==> src/rtl/fetch_pkg.sv <==
// Shared constants, fetch-buffer entry layout and sequencer state type.
package fetch_pkg;

  localparam logic [31:0] FETCH_RESET_PC = 32'h0000_0000;
  localparam int unsigned FETCH_W        = 96;

  // Entry layout: {instr, pc, pc4}
  localparam int unsigned INSTR_LSB = 64;
  localparam int unsigned PC_LSB    = 32;
  localparam int unsigned PC4_LSB   = 0;

  typedef enum logic {
    ST_RUN   = 1'b0,
    ST_FLUSH = 1'b1
  } fetch_state_e;

endpackage

==> src/rtl/fetch_fifo.sv <==
// Fetch buffer: DEPTH x W storage with synchronous clear and a zeroed head when empty.
module fetch_fifo #(
  parameter int unsigned W     = 96,
  parameter int unsigned DEPTH = 4
) (
  input  logic                     i_clk,
  input  logic                     i_rst,
  input  logic                     i_clear,
  input  logic                     i_push,
  input  logic [W-1:0]             i_din,
  input  logic                     i_pop,
  output logic [W-1:0]             o_dout,
  output logic                     o_full,
  output logic                     o_empty,
  output logic [$clog2(DEPTH):0]   o_count
);

  localparam int unsigned AW = $clog2(DEPTH);
  localparam logic [AW:0] CNT_FULL = (AW+1)'(DEPTH);

  logic [W-1:0]  r_mem [DEPTH];
  logic [AW-1:0] r_wr;
  logic [AW-1:0] r_rd;
  logic [AW:0]   r_count;
  logic          w_push;
  logic          w_pop;

  assign o_empty = (r_count == '0);
  assign o_full  = (r_count == CNT_FULL);
  assign o_count = r_count;
  assign w_pop   = i_pop && !o_empty;
  // A pop frees the slot the same edge, so a full buffer still accepts a push.
  assign w_push  = i_push && (!o_full || w_pop);
  assign o_dout  = o_empty ? '0 : r_mem[r_rd];

  always_ff @(posedge i_clk) begin
    if (i_rst || i_clear) begin
      r_wr    <= '0;
      r_rd    <= '0;
      r_count <= '0;
    end else begin
      if (w_push) r_wr <= r_wr + AW'(1);
      if (w_pop)  r_rd <= r_rd + AW'(1);
      case ({w_push, w_pop})
        2'b10:   r_count <= r_count + (AW+1)'(1);
        2'b01:   r_count <= r_count - (AW+1)'(1);
        default: r_count <= r_count;
      endcase
    end
  end

  always_ff @(posedge i_clk) begin
    if (w_push) r_mem[r_wr] <= i_din;
  end

endmodule

==> src/rtl/pc_fetch_sequencer.sv <==
// Program counter, imem fetch issue, epoch-tagged response capture and decode handshake.
module pc_fetch_sequencer
  import fetch_pkg::*;
#(
  parameter logic [31:0] RESET_PC = FETCH_RESET_PC,
  parameter int unsigned DEPTH    = 4
) (
  input  logic        CLK,
  input  logic        reset,
  output logic        imem_req,
  output logic [31:0] imem_addr,
  input  logic [31:0] imem_rdata,
  input  logic        br_taken,
  input  logic [31:0] br_target,
  input  logic        jmp_taken,
  input  logic [31:0] jmp_target,
  output logic        out_valid,
  input  logic        out_ready,
  output logic [31:0] out_instr,
  output logic [31:0] out_pc,
  output logic [31:0] out_pc4
);

  localparam int unsigned CW = $clog2(DEPTH) + 1;
  localparam logic [CW-1:0] CNT_DEPTH = CW'(DEPTH);

  fetch_state_e        r_state;
  fetch_state_e        w_state_next;
  logic [31:0]         r_pc;
  logic [31:0]         r_ipc;
  logic                r_epoch;
  logic                r_tag;
  logic                r_inflight;
  logic                r_reset_q;

  logic                w_redirect;
  logic [31:0]         w_sel_target;
  logic [31:0]         w_target;
  logic                w_push;
  logic                w_pop;
  logic                w_full;
  logic                w_empty;
  logic [CW-1:0]       w_count;
  logic [CW-1:0]       w_occ;
  logic [FETCH_W-1:0]  w_din;
  logic [FETCH_W-1:0]  w_dout;

  assign w_redirect   = br_taken | jmp_taken;
  assign w_sel_target = jmp_taken ? jmp_target : br_target;
  assign w_target     = {w_sel_target[31:2], 2'b00};

  // Occupancy counts the in-flight fetch so a response always has a free slot.
  assign w_occ     = w_count + CW'(r_inflight);
  assign imem_req  = !r_reset_q && !w_redirect && !w_full && (w_occ < CNT_DEPTH);
  assign imem_addr = r_pc;

  // FLUSH blocks any response issued before the redirect; the epoch tag covers the rest.
  assign w_push = r_inflight && (r_tag == r_epoch) && (r_state == ST_RUN);
  assign w_pop  = out_valid && out_ready && !w_redirect;

  always_comb begin
    w_din = '0;
    w_din[INSTR_LSB +: 32] = imem_rdata;
    w_din[PC_LSB    +: 32] = r_ipc;
    w_din[PC4_LSB   +: 32] = r_ipc + 32'd4;
  end

  fetch_fifo #(
    .W     (FETCH_W),
    .DEPTH (DEPTH)
  ) u_fifo (
    .i_clk   (CLK),
    .i_rst   (reset),
    .i_clear (w_redirect),
    .i_push  (w_push),
    .i_din   (w_din),
    .i_pop   (w_pop),
    .o_dout  (w_dout),
    .o_full  (w_full),
    .o_empty (w_empty),
    .o_count (w_count)
  );

  assign out_valid = !w_empty;
  assign out_instr = w_dout[INSTR_LSB +: 32];
  assign out_pc    = w_dout[PC_LSB    +: 32];
  assign out_pc4   = w_dout[PC4_LSB   +: 32];

  always_comb begin
    w_state_next = r_state;
    case (r_state)
      ST_RUN:   if (w_redirect) w_state_next = ST_FLUSH;
      ST_FLUSH: w_state_next = w_redirect ? ST_FLUSH : ST_RUN;
      default:  w_state_next = ST_RUN;
    endcase
  end

  always_ff @(posedge CLK) begin
    if (reset) begin
      r_state    <= ST_RUN;
      r_pc       <= RESET_PC;
      r_ipc      <= '0;
      r_epoch    <= 1'b0;
      r_tag      <= 1'b0;
      r_inflight <= 1'b0;
      r_reset_q  <= 1'b1;
    end else begin
      r_state    <= w_state_next;
      r_reset_q  <= 1'b0;
      r_inflight <= imem_req;
      if (imem_req) begin
        r_tag <= r_epoch;
        r_ipc <= r_pc;
      end
      if (w_redirect) begin
        r_pc    <= w_target;
        r_epoch <= ~r_epoch;
      end else if (imem_req) begin
        r_pc <= r_pc + 32'd4;
      end
    end
  end

endmodule

==> config.mk <==
export PLATFORM = sky130hd
export DESIGN_NAME = pc_fetch_sequencer
export DESIGN_NICKNAME = d
export VERILOG_FILES = /design/src/rtl/fetch_pkg.sv /design/src/rtl/fetch_fifo.sv /design/src/rtl/pc_fetch_sequencer.sv
export SDC_FILE = /design/constraint.sdc
export NUM_CORES = 1
export LEC_CHECK = 0
export BUFFER_PORTS_ARGS = -buffer_cell sky130_fd_sc_hd__buf_2
export CAP_MARGIN = 15
export CORE_MARGIN = 2
export CORE_UTILIZATION = 23
export CTS_CLUSTER_SIZE = 28
export DETAILED_ROUTE_END_ITERATION = 10
export PLACE_DENSITY = 0.45
export SETUP_SLACK_MARGIN = 0.4
export SLEW_MARGIN = 30
export SYNTH_ARGS = -nofsm -noshare
export SYNTH_HDL_FRONTEND = slang
export SYNTH_SLANG_ARGS = --single-unit
==> constraint.sdc <==
create_clock -name CLK -period 4 [get_ports CLK]
set_input_delay 0.8 -clock CLK [delete_from_list [all_inputs] [get_ports CLK]]
set_output_delay 0.8 -clock CLK [all_outputs]
set_load 0.1 [all_outputs]
### Word-level counts from Yosys, hierarchy flattened

Memory sizes are Yosys's and may differ from the RTL's. A register that Yosys moved wholly into a read port is not among the register bits.
Cells that the tools add are included.

* flip-flop bits (word level): 76
* latch bits: 0
* memory bits (writable): 384
* bits in read-only memories: 0
* output and inout bits: 130
* word-level logic and storage cells: 57
* memories: 1

Memories
* u_fifo.r_mem: words 4, bits a word 96, rd ports 1, clocked after Yosys merged registers in 1, write ports 1, line fetch_fifo.sv:21 `logic [W-1:0] r_mem [DEPTH];`

* add/subtract/negate cells: 7
* multipliers: 0
* divide/modulo/power cells: 0
* $lt $le $gt $ge: 1
* equal/unequal tests: 4
* shift-type cells: 0
* multiplexer cells: 11
* bitwise operators: 3
* reduce and logical (&&, ||, !) cells: 19

Operators by type and width (number)
* 2-to-1 mux 32 bit: 3
* 2-to-1 mux 96 bit: 1
* adder 32 x 3 -> 32 bit (second input constant): 2
* logical AND 1 bit: 9
* case mux 3 bit (2 select lines): 1
* adder 2 x 1 -> 2 bit (second input constant): 2
* zero test 1 bit: 4
* 2-to-1 mux 1 bit: 4
* 2-to-1 mux 2 bit: 2
* nonzero test 2 bit: 2
* adder 3 x 1 -> 3 bit: 1
* adder 3 x 1 -> 3 bit (second input constant): 1
* == test 3 bit (second input constant): 1
* zero test 3 bit: 1
* < comparator 3 bit (second input constant): 1
* subtractor 3 x 1 -> 3 bit (second input constant): 1
* == test 2 x 1 -> 1 bit (second input constant): 1
* == test 2 bit (second input constant): 1
* logical OR 1 bit: 2
* inverter 1 bit: 2
* OR reduction 2 bit: 1
* == test 1 bit: 1
* OR 1 bit: 1

### Longest topological paths before layout

Gate-level depths: netlist of the first run.

* depth in word-level cells: 9
* depth in mapped cells: 8
* gate-level depth less buffers: 7

### Hierarchy

A second synthesis of the first run with hierarchy kept.

* cell total of the unflattened synthesis: 1164
* area, all modules: 18920.6 µm²

By module, submodules not included
* fetch_fifo: instances 1, cells an instance 678, area an instance 15079.5 µm², sequential area each 11711.2 µm²
* pc_fetch_sequencer: instances 1, cells an instance 486, area an instance 3841.2 µm², sequential area each 1301.2 µm²

### Worst setup path before layout of the first run

OpenSTA, ideal clock, no wires.

* kind: input port to flip-flop
* start point: input br_taken
* end point: memory u_fifo.r_mem[1][10] (enable)
* setup time: 0.461 ns
* arrival: 3.848 ns
* required time: 3.539 ns
* slack: -0.309 ns
* stages on the path: 3
* buffers on the path: 0
* path through: or3b_1 > a311oi_4 > and2_1

* cells in the longest elaborated chain, start to end: 8

RTL lines
* from (decl): line pc_fetch_sequencer.sv:13 `input logic br_taken,`
* OR 1 bit: line pc_fetch_sequencer.sv:48 `assign w_redirect = br_taken | jmp_taken;`
* zero test 1 bit: line pc_fetch_sequencer.sv:59 `assign w_pop = out_valid && out_ready && !w_redirect;`
* logical AND 1 bit: line pc_fetch_sequencer.sv:59
* logical AND 1 bit: line fetch_fifo.sv:31 `assign w_pop = i_pop && !o_empty;`
* logical OR 1 bit: line fetch_fifo.sv:33 `assign w_push = i_push && (!o_full || w_pop);`
* logical AND 1 bit: line fetch_fifo.sv:33
* 2-to-1 mux 1 bit: line fetch_fifo.sv:53 `if (w_push) r_mem[r_wr] <= i_din;`
* 2-to-1 mux 1 bit (implied by the code): line fetch_fifo.sv:53
* to (decl): line fetch_fifo.sv:21

Every way passes these cells.

### Worst setup path in the final report of the first run

* start point: register u_fifo.r_count[2], in the netlist u_fifo.o_count[2]
* end point: output out_pc[18]

* cells in the longest elaborated chain, start to end: 2

RTL lines
* from (decl): line fetch_fifo.sv:24 `logic [AW:0] r_count;`
* from (signal assigned): line fetch_fifo.sv:45 `2'b10: r_count <= r_count + (AW+1)'(1);`
* from (signal assigned): line fetch_fifo.sv:46 `2'b01: r_count <= r_count - (AW+1)'(1);`
* from (signal assigned): line fetch_fifo.sv:47 `default: r_count <= r_count;`
* zero test 3 bit: line fetch_fifo.sv:28 `assign o_empty = (r_count == '0);`
* 2-to-1 mux 96 bit: line fetch_fifo.sv:34 `assign o_dout = o_empty ? '0 : r_mem[r_rd];`
* to (decl): line pc_fetch_sequencer.sv:20 `output logic [31:0] out_pc,`

Every way passes these cells.

==> summary.md, run 1 <==
| Metric | Value |
|---|---|
| CTS buffer count | `51` |
| CP Data Arrival Time | `2.59 ns` |
| GP Congestion | `0.7912` |
| WP data required | `3.20 ns` |
| Most frequent cells after synthesis | `edfxtp_1 (368), and2_1 (102), nand2_1 (96)` |
| # rows | `102` |
| First-pass GRT wire length | `71790 µm` |
| Slew Limit Fails | `0` |
| Final hold vios | `0` |
| Top cells by area, synth | `edfxtp_1 (61%), mux4_2 (11%), dfxtp_1 (8.2%), and2_1 (3.5%), nand2_1 (2.0%)` |
| Outcome | `complete, no violations` |
| Ys async rst share | `0%` |
| Synth top area share | `60.97%` |
| Worst hold slack | `0.4184 ns` |
| Worst Hold Class | `input port to flip-flop` |
| Fillers | `7910` |
| RSZ-0062 raised after global routing | `false` |
| DR vias/cell | `4.359` |
| Final setup viols | `0` |
| Leading area contributor after synthesis | `edfxtp_1` |
| Routed length per instance | `19.80 µm` |
| Die area | `81070 µm²` |
| Clock-pin slew on the worst setup and hold paths | `0.06 ns` |
| Port Buffers | `220` |
| CTS sink count | `442` |
| Post-DP Area | `20580 µm²` |
| Diode count | `0` |
| Share of cells above drive strength 1 | `29.83%` |
| Net Switching | `2296 µW` |
| Clk pwr share | `44.3%` |
| Avg Inst Size Synth | `15.97 µm²` |
| Post-route clock period utilization | `84.74%` |
| CP max FO | `27` |
| Relative slew slack | `49.23%` |
| Synth Cell Area | `18120 µm²` |
| Crit Path Class | `flip-flop to output port` |
| Pre-CTS setup slack | `0.8810 ns` |
| Fin worst setup slack | `0.6106 ns` |
| Max-cap violations | `0` |
| Yosys cell types | `61` |
| Total number of vias | `10672` |
| HPWL after DPL | `29690 µm` |
| Total power | `10020 µW` |
| Mapped Cells | `1135` |
| Net Sw Frac | `22.92%` |
| Hold_buf cts | `0` |
| Routed WL | `48460 µm` |
| Final nets | `1476` |
| Worst skew pair latency | `0.60 ns` |
| CTS tree | `built` |
| Setup_tns | `0 ns` |
| Power Internal | `7722 µW` |
| VDD IR max | `0.0002627 V` |
| Initial antenna violation count | `0` |
| Max Fclk | `295.0 MHz` |
| Top_reg_cell synth | `edfxtp_1` |
| Final instance area | `22180 µm²` |
| Number of flops mapped to enable cells by yosys | `368` |
| Worst Tran Pin Value | `0.7616 ns` |
| Root Driver | `clkbuf_16` |
| Die Y-Extent | `284.7 µm` |
| GRT Overall Usage | `11.74%` |
| Core ar. | `77720 µm²` |
| DRT antenna net count | `0` |
| CTS H-tree depth | `2` |
| Area Overhead vs Synth | `22.36%` |
| Clock Tree Buf Depth | `3` |
| Part of the power in registers | `50.6%` |
| Post-CTS Setup Bufs | `1` |
| Count leader, synth | `edfxtp_1` |
| #FFs+latches synth | `442` |
| Initial Util | `23.32%` |
| Ys Warns | `0` |
| CP Launch Type | `flip-flop` |
| Static Leakage | `0.007702 µW` |
| Clock skew | `0.03026 ns` |
| PD cells | `451.7 nW/µm²` |
| Sequential cell area fraction in the yosys report | `69.14%` |
| Drt first pass iters | `5` |
| Vias in the first global route | `10972` |
| Drt drc | `0` |
| Crit. End Element | `output port` |
| Initial DRC Count | `800` |
| # IOs | `231` |
| Largest net degree at the start of global routing | `63` |
| Min Clock Period, post-route | `3.389 ns` |
| Gate power share | `5.0%` |
| Die width | `284.7 µm` |
| Post-CTS Resized | `0` |
| Remaining global-route overflow | `0` |
## registers in the layout, indices dropped and copies added (netlist names), 2 cells and up, named ones only
| name | cells |
|---|---|
| imem_addr | 30 |
| u_fifo.o_count | 3 |
| u_fifo.r_rd | 2 |
| u_fifo.r_mem | 368 |
| r_ipc | 30 |
| u_fifo.r_wr | 2 |
## per-stage QoR
step | util (%) | std cells
2_1_floorplan | - | 1140
3_3_place_gp | 26.48 | 2354
3_5_place_dp | 26.48 | 2354
4_1_cts | 28.53 | 2448
5_1_grt | 28.53 | 2448
6_report | 28.53 | 2448
## power by group through the flow
stage	registers, µW	clock network, µW	logic (µW)
2_1_floorplan	5300	0	205
3_3_place_gp	5170	0	502
3_5_place_dp	5170	0	507
4_1_cts	5070	4610	508
5_1_grt	5080	4780	538
6_report	5070	4440	505
## cell usage in the layout (no fill, tap or decap), types with 4 or more instances in the layout
cell         n
o22ai_1     18
xnor2_1     25
nor2b_1      5
a211oi_1    16
and2_1      98
mux4_2      92
a22oi_1      7
buf_12      11
clkinv_1    14
inv_1       13
a31oi_1      4
nor3_1       8
dfxtp_1     72
ha_1         6
a21oi_1     48
a21o_1       7
nor2_1      35
o21ai_0     12
xor2_1      22
nand4_1     17
clkbuf_1    14
and3_1       9
conb_1       6
clkinv_2     7
nand2_1     96
edfxtp_1   368
bufinv_16    4
buf_4       13
buf_2      219
and4_1      12
nand3_1     27
and2_4       4
clkbuf_16   51
## layout make-up
type,instances,area [µm²],share of cell area (%)
Sequential cell,442,12540,56.54
Multi-Input combinational cell,614,5274,23.78
Tap cell,1040,1301,5.867
Clock inverter,28,249.0,1.123
Inverter,15,56.30,0.2539
Clock buffer,65,1329,5.992
Timing Repair Buffer,244,1429,6.443
## worst max-delay path: stages (launching register included)
cell and delay (ns):
dfxtp_1 0.49, or3_4 0.46, buf_4 0.38, and2_1 0.23, buf_2 0.45
## routing by layer
layer	up-vias	global-route usage, %	share of wire [%]
met5	-	0	0
met4	0	2.934	2.0
met3	66	2.953	6.0
met2	315	18.22	45
met1	5439	16.37	47
li1	4852	-	-
## logic make-up (layout without fill, tap and decap cells)
group	count (synthesis)	after routing	synth area share, %
DFF	442	442	69.14
other	1	6	0.02069
buffers and inverters	84	352	2.009
muxes	94	94	11.54
xor gates and xnor gates	47	47	2.271
adders and majority gates	7	7	0.5246
and+or+nand+nor	324	324	9.478
AOI/OAI and AO/OA	136	136	5.012
## path summary, 6_finish.rpt
kind	to	cells past startpoint	from	slack, ns
setup / recovery	out_pc[18]	4	u_fifo.o_count[2]	0.61
hold / removal	u_fifo.r_mem[3][70]	1	imem_rdata[6]	0.42
setup reg to reg	u_fifo.r_mem[2][29]	5	r_ipc[4]	1.36
hold reg to reg	r_tag	2	r_tag	0.47
No activity file was read; power rests on OpenSTA's default activity.
==> inputs of run 2 (changes only) <==
Clock period 4 ns to 2.9 ns, I/O delays scaled along.
==> run 2 against run 1 <==
Net effect: power rose by 38%; non-clock buffer count up 66; via count grew 2.5%; setup slack worse by 0.58 ns; worst hold slack got worse by 0.21 ns; clock power rose by 36%; register-to-register slack got worse by 0.79 ns; sequential power up 38%; combinational power is 50% higher; count of clock-buffer cells in the layout stayed put; critical path depth grew 2; final area rose by 12%; largest cell class unchanged.
==> summary.md, run 2 (synthesis results as in run 1) <==
| Metric | Value |
|---|---|
| Max Fclk | `348.5 MHz` |
| Net Sw Frac | `22.84%` |
| Number of flip-flops in the largest register | `368` |
| Worst Hold Class | `input port to flip-flop` |
| Largest net degree at the start of global routing | `63` |
| Net Switching | `3151 µW` |
| Initial DRC Count | `938` |
| Clock-pin slew on the worst setup and hold paths | `0.06 ns` |
| DR vias/cell | `4.357` |
| Routed WL | `51150 µm` |
| Final nets | `1541` |
| Hold_buf cts | `0` |
| Max-cap violations | `0` |
| Final setup viols | `0` |
| Crit Path Class | `flip-flop to output port` |
| HPWL after DPL | `31420 µm` |
| DRT antenna net count | `0` |
| Die area | `81070 µm²` |
| Power Internal | `10650 µW` |
| CTS H-tree depth | `2` |
| Vias in the first global route | `11350` |
| Port Buffers | `220` |
| Outcome | `complete, no violations` |
| CTS sink count | `442` |
| Initial Util | `23.32%` |
| Post-route clock period utilization | `98.96%` |
| VDD IR max | `0.0003437 V` |
| Part of the power in registers | `50.6%` |
| Drt first pass iters | `7` |
| CP Data Arrival Time | `2.29 ns` |
| PD cells | `554.6 nW/µm²` |
| Commonest non-fill, non-tap cells in the layout | `edfxtp_1 (368), buf_2 (126), buf_12 (123), nand2_1 (96), and2_4 (96)` |
| Clock Tree Buf Depth | `3` |
| # rows | `102` |
| Initial antenna violation count | `0` |
| Die width | `284.7 µm` |
| # IOs | `231` |
| CTS buffer count | `50` |
| Clock skew | `0.02659 ns` |
| Post-DP Area | `21240 µm²` |
| Core ar. | `77720 µm²` |
| Crit. End Element | `output port` |
| CP max FO | `7` |
| Worst Tran Pin Value | `0.6772 ns` |
| Drt drc | `0` |
| Area Overhead vs Synth | `37.26%` |
| RSZ-0062 raised after global routing | `true` |
| Most common cell after layout, fill and taps aside | `edfxtp_1` |
| Diode count | `0` |
| Final instance area | `24880 µm²` |
| Slew Limit Fails | `0` |
| CTS tree | `built` |
| GP Congestion | `0.7753` |
| Die Y-Extent | `284.7 µm` |
| Gate power share | `5.5%` |
| Remaining global-route overflow | `0` |
| Total power | `13800 µW` |
| GRT Overall Usage | `12.29%` |
| Relative slew slack | `54.58%` |
| Final hold vios | `0` |
| Min Clock Period, post-route | `2.870 ns` |
| CP Launch Type | `flip-flop` |
| R2r setup slk | `0.57 ns` |
| Worst skew pair latency | `0.59 ns` |
| Total number of vias | `10944` |
| Reg with most FFs | `u_fifo.r_mem` |
| First-pass GRT wire length | `74820 µm` |
| WP data required | `2.32 ns` |
| Root Driver | `clkbuf_16` |
| Static Leakage | `0.008563 µW` |
| Share of cells above drive strength 1 | `39.81%` |
| Routed length per instance | `20.36 µm` |
| Clk pwr share | `43.9%` |
run 2: changes by cell type in the layout (fill, tap and decap cells not counted), sizes merged:
| cell | delta |
|---|---|
| clkinv | -1 |
| buf | +64 |
| clkinvlp | -1 |
| clkbuf | +2 |
run 2: metal layers:
| layer | GRT usage (%) | part of all wire (%) | up-vias |
|---|---|---|---|
| met4 | 2.816 | 1.8 | 0 |
| met3 | 2.994 | 5.9 | 64 |
| met1 | 17.20 | 47 | 5566 |
| met5 | 0 | 0 | - |
| met2 | 19.17 | 46 | 333 |
| li1 | - | - | 4981 |
run 2: power groups by stage:
stage	combinational, µW	clock (µW)	sequential [µW]
after floorplan	285	0	7310
after global placement	727	0	7110
after detailed placement	734	0	7120
after CTS	758	6290	6980
after global routing	805	6530	6990
final	757	6060	6980
run 2: layout make-up:
cell class / count / area (µm²)
multi-input combinational: 614 / 5519
sequential: 442 / 12550
tap: 1040 / 1301
fill: 7562 / 52840
clock inverter: 26 / 234.0
clock buffer: 65 / 1318
timing repair buffer: 310 / 3901
inverter: 15 / 56.30
run 2: path summary, 6_finish.rpt:
path / startpoint / to / depth (start not counted)
worst max-delay path: flip-flop / out_instr[16] / 6
worst min-delay path: imem_rdata[0] / u_fifo.r_mem[1][64] / 1
worst max register to register: imem_addr[3] / imem_addr[18] / 6
worst min register to register: r_ipc[2] / r_ipc[2] / 2
run 2: metrics by stage:
stage	utilization, %	worst slack (ns)	hold slack, ns	TNS [ns]	std cells
after floorplan	-	0.3152	0.4481	0	1140
final	32.01	0.03016	0.2043	0	2512
after global routing	32.01	-0.05195	0.1642	-0.3585	2512
after detailed placement	27.33	0.3698	0.4512	0	2389
after CTS	31.74	-0.04343	0.1465	-0.2333	2504
after global placement	27.33	0.3932	0.4501	0	2389
run 2: worst max-delay path, stage by stage (launching register included):
cell and delay (ns):
dfxtp_4 0.38, buf_12 0.16, buf_12 0.16, clkbuf_16 0.17, mux4_2 0.48, and2_4 0.19, buf_12 0.16
run 2: repair_timing:
| action | 4_1_cts | 5_1_grt |
|---|---|---|
| cloned | 11 | 3 |
| endpoints found under the setup margin | 94 | 98 |
| setup buffers | 13 | 5 |
| pin swaps | 1 | 28 |
| resized for setup | 429 | 16 |
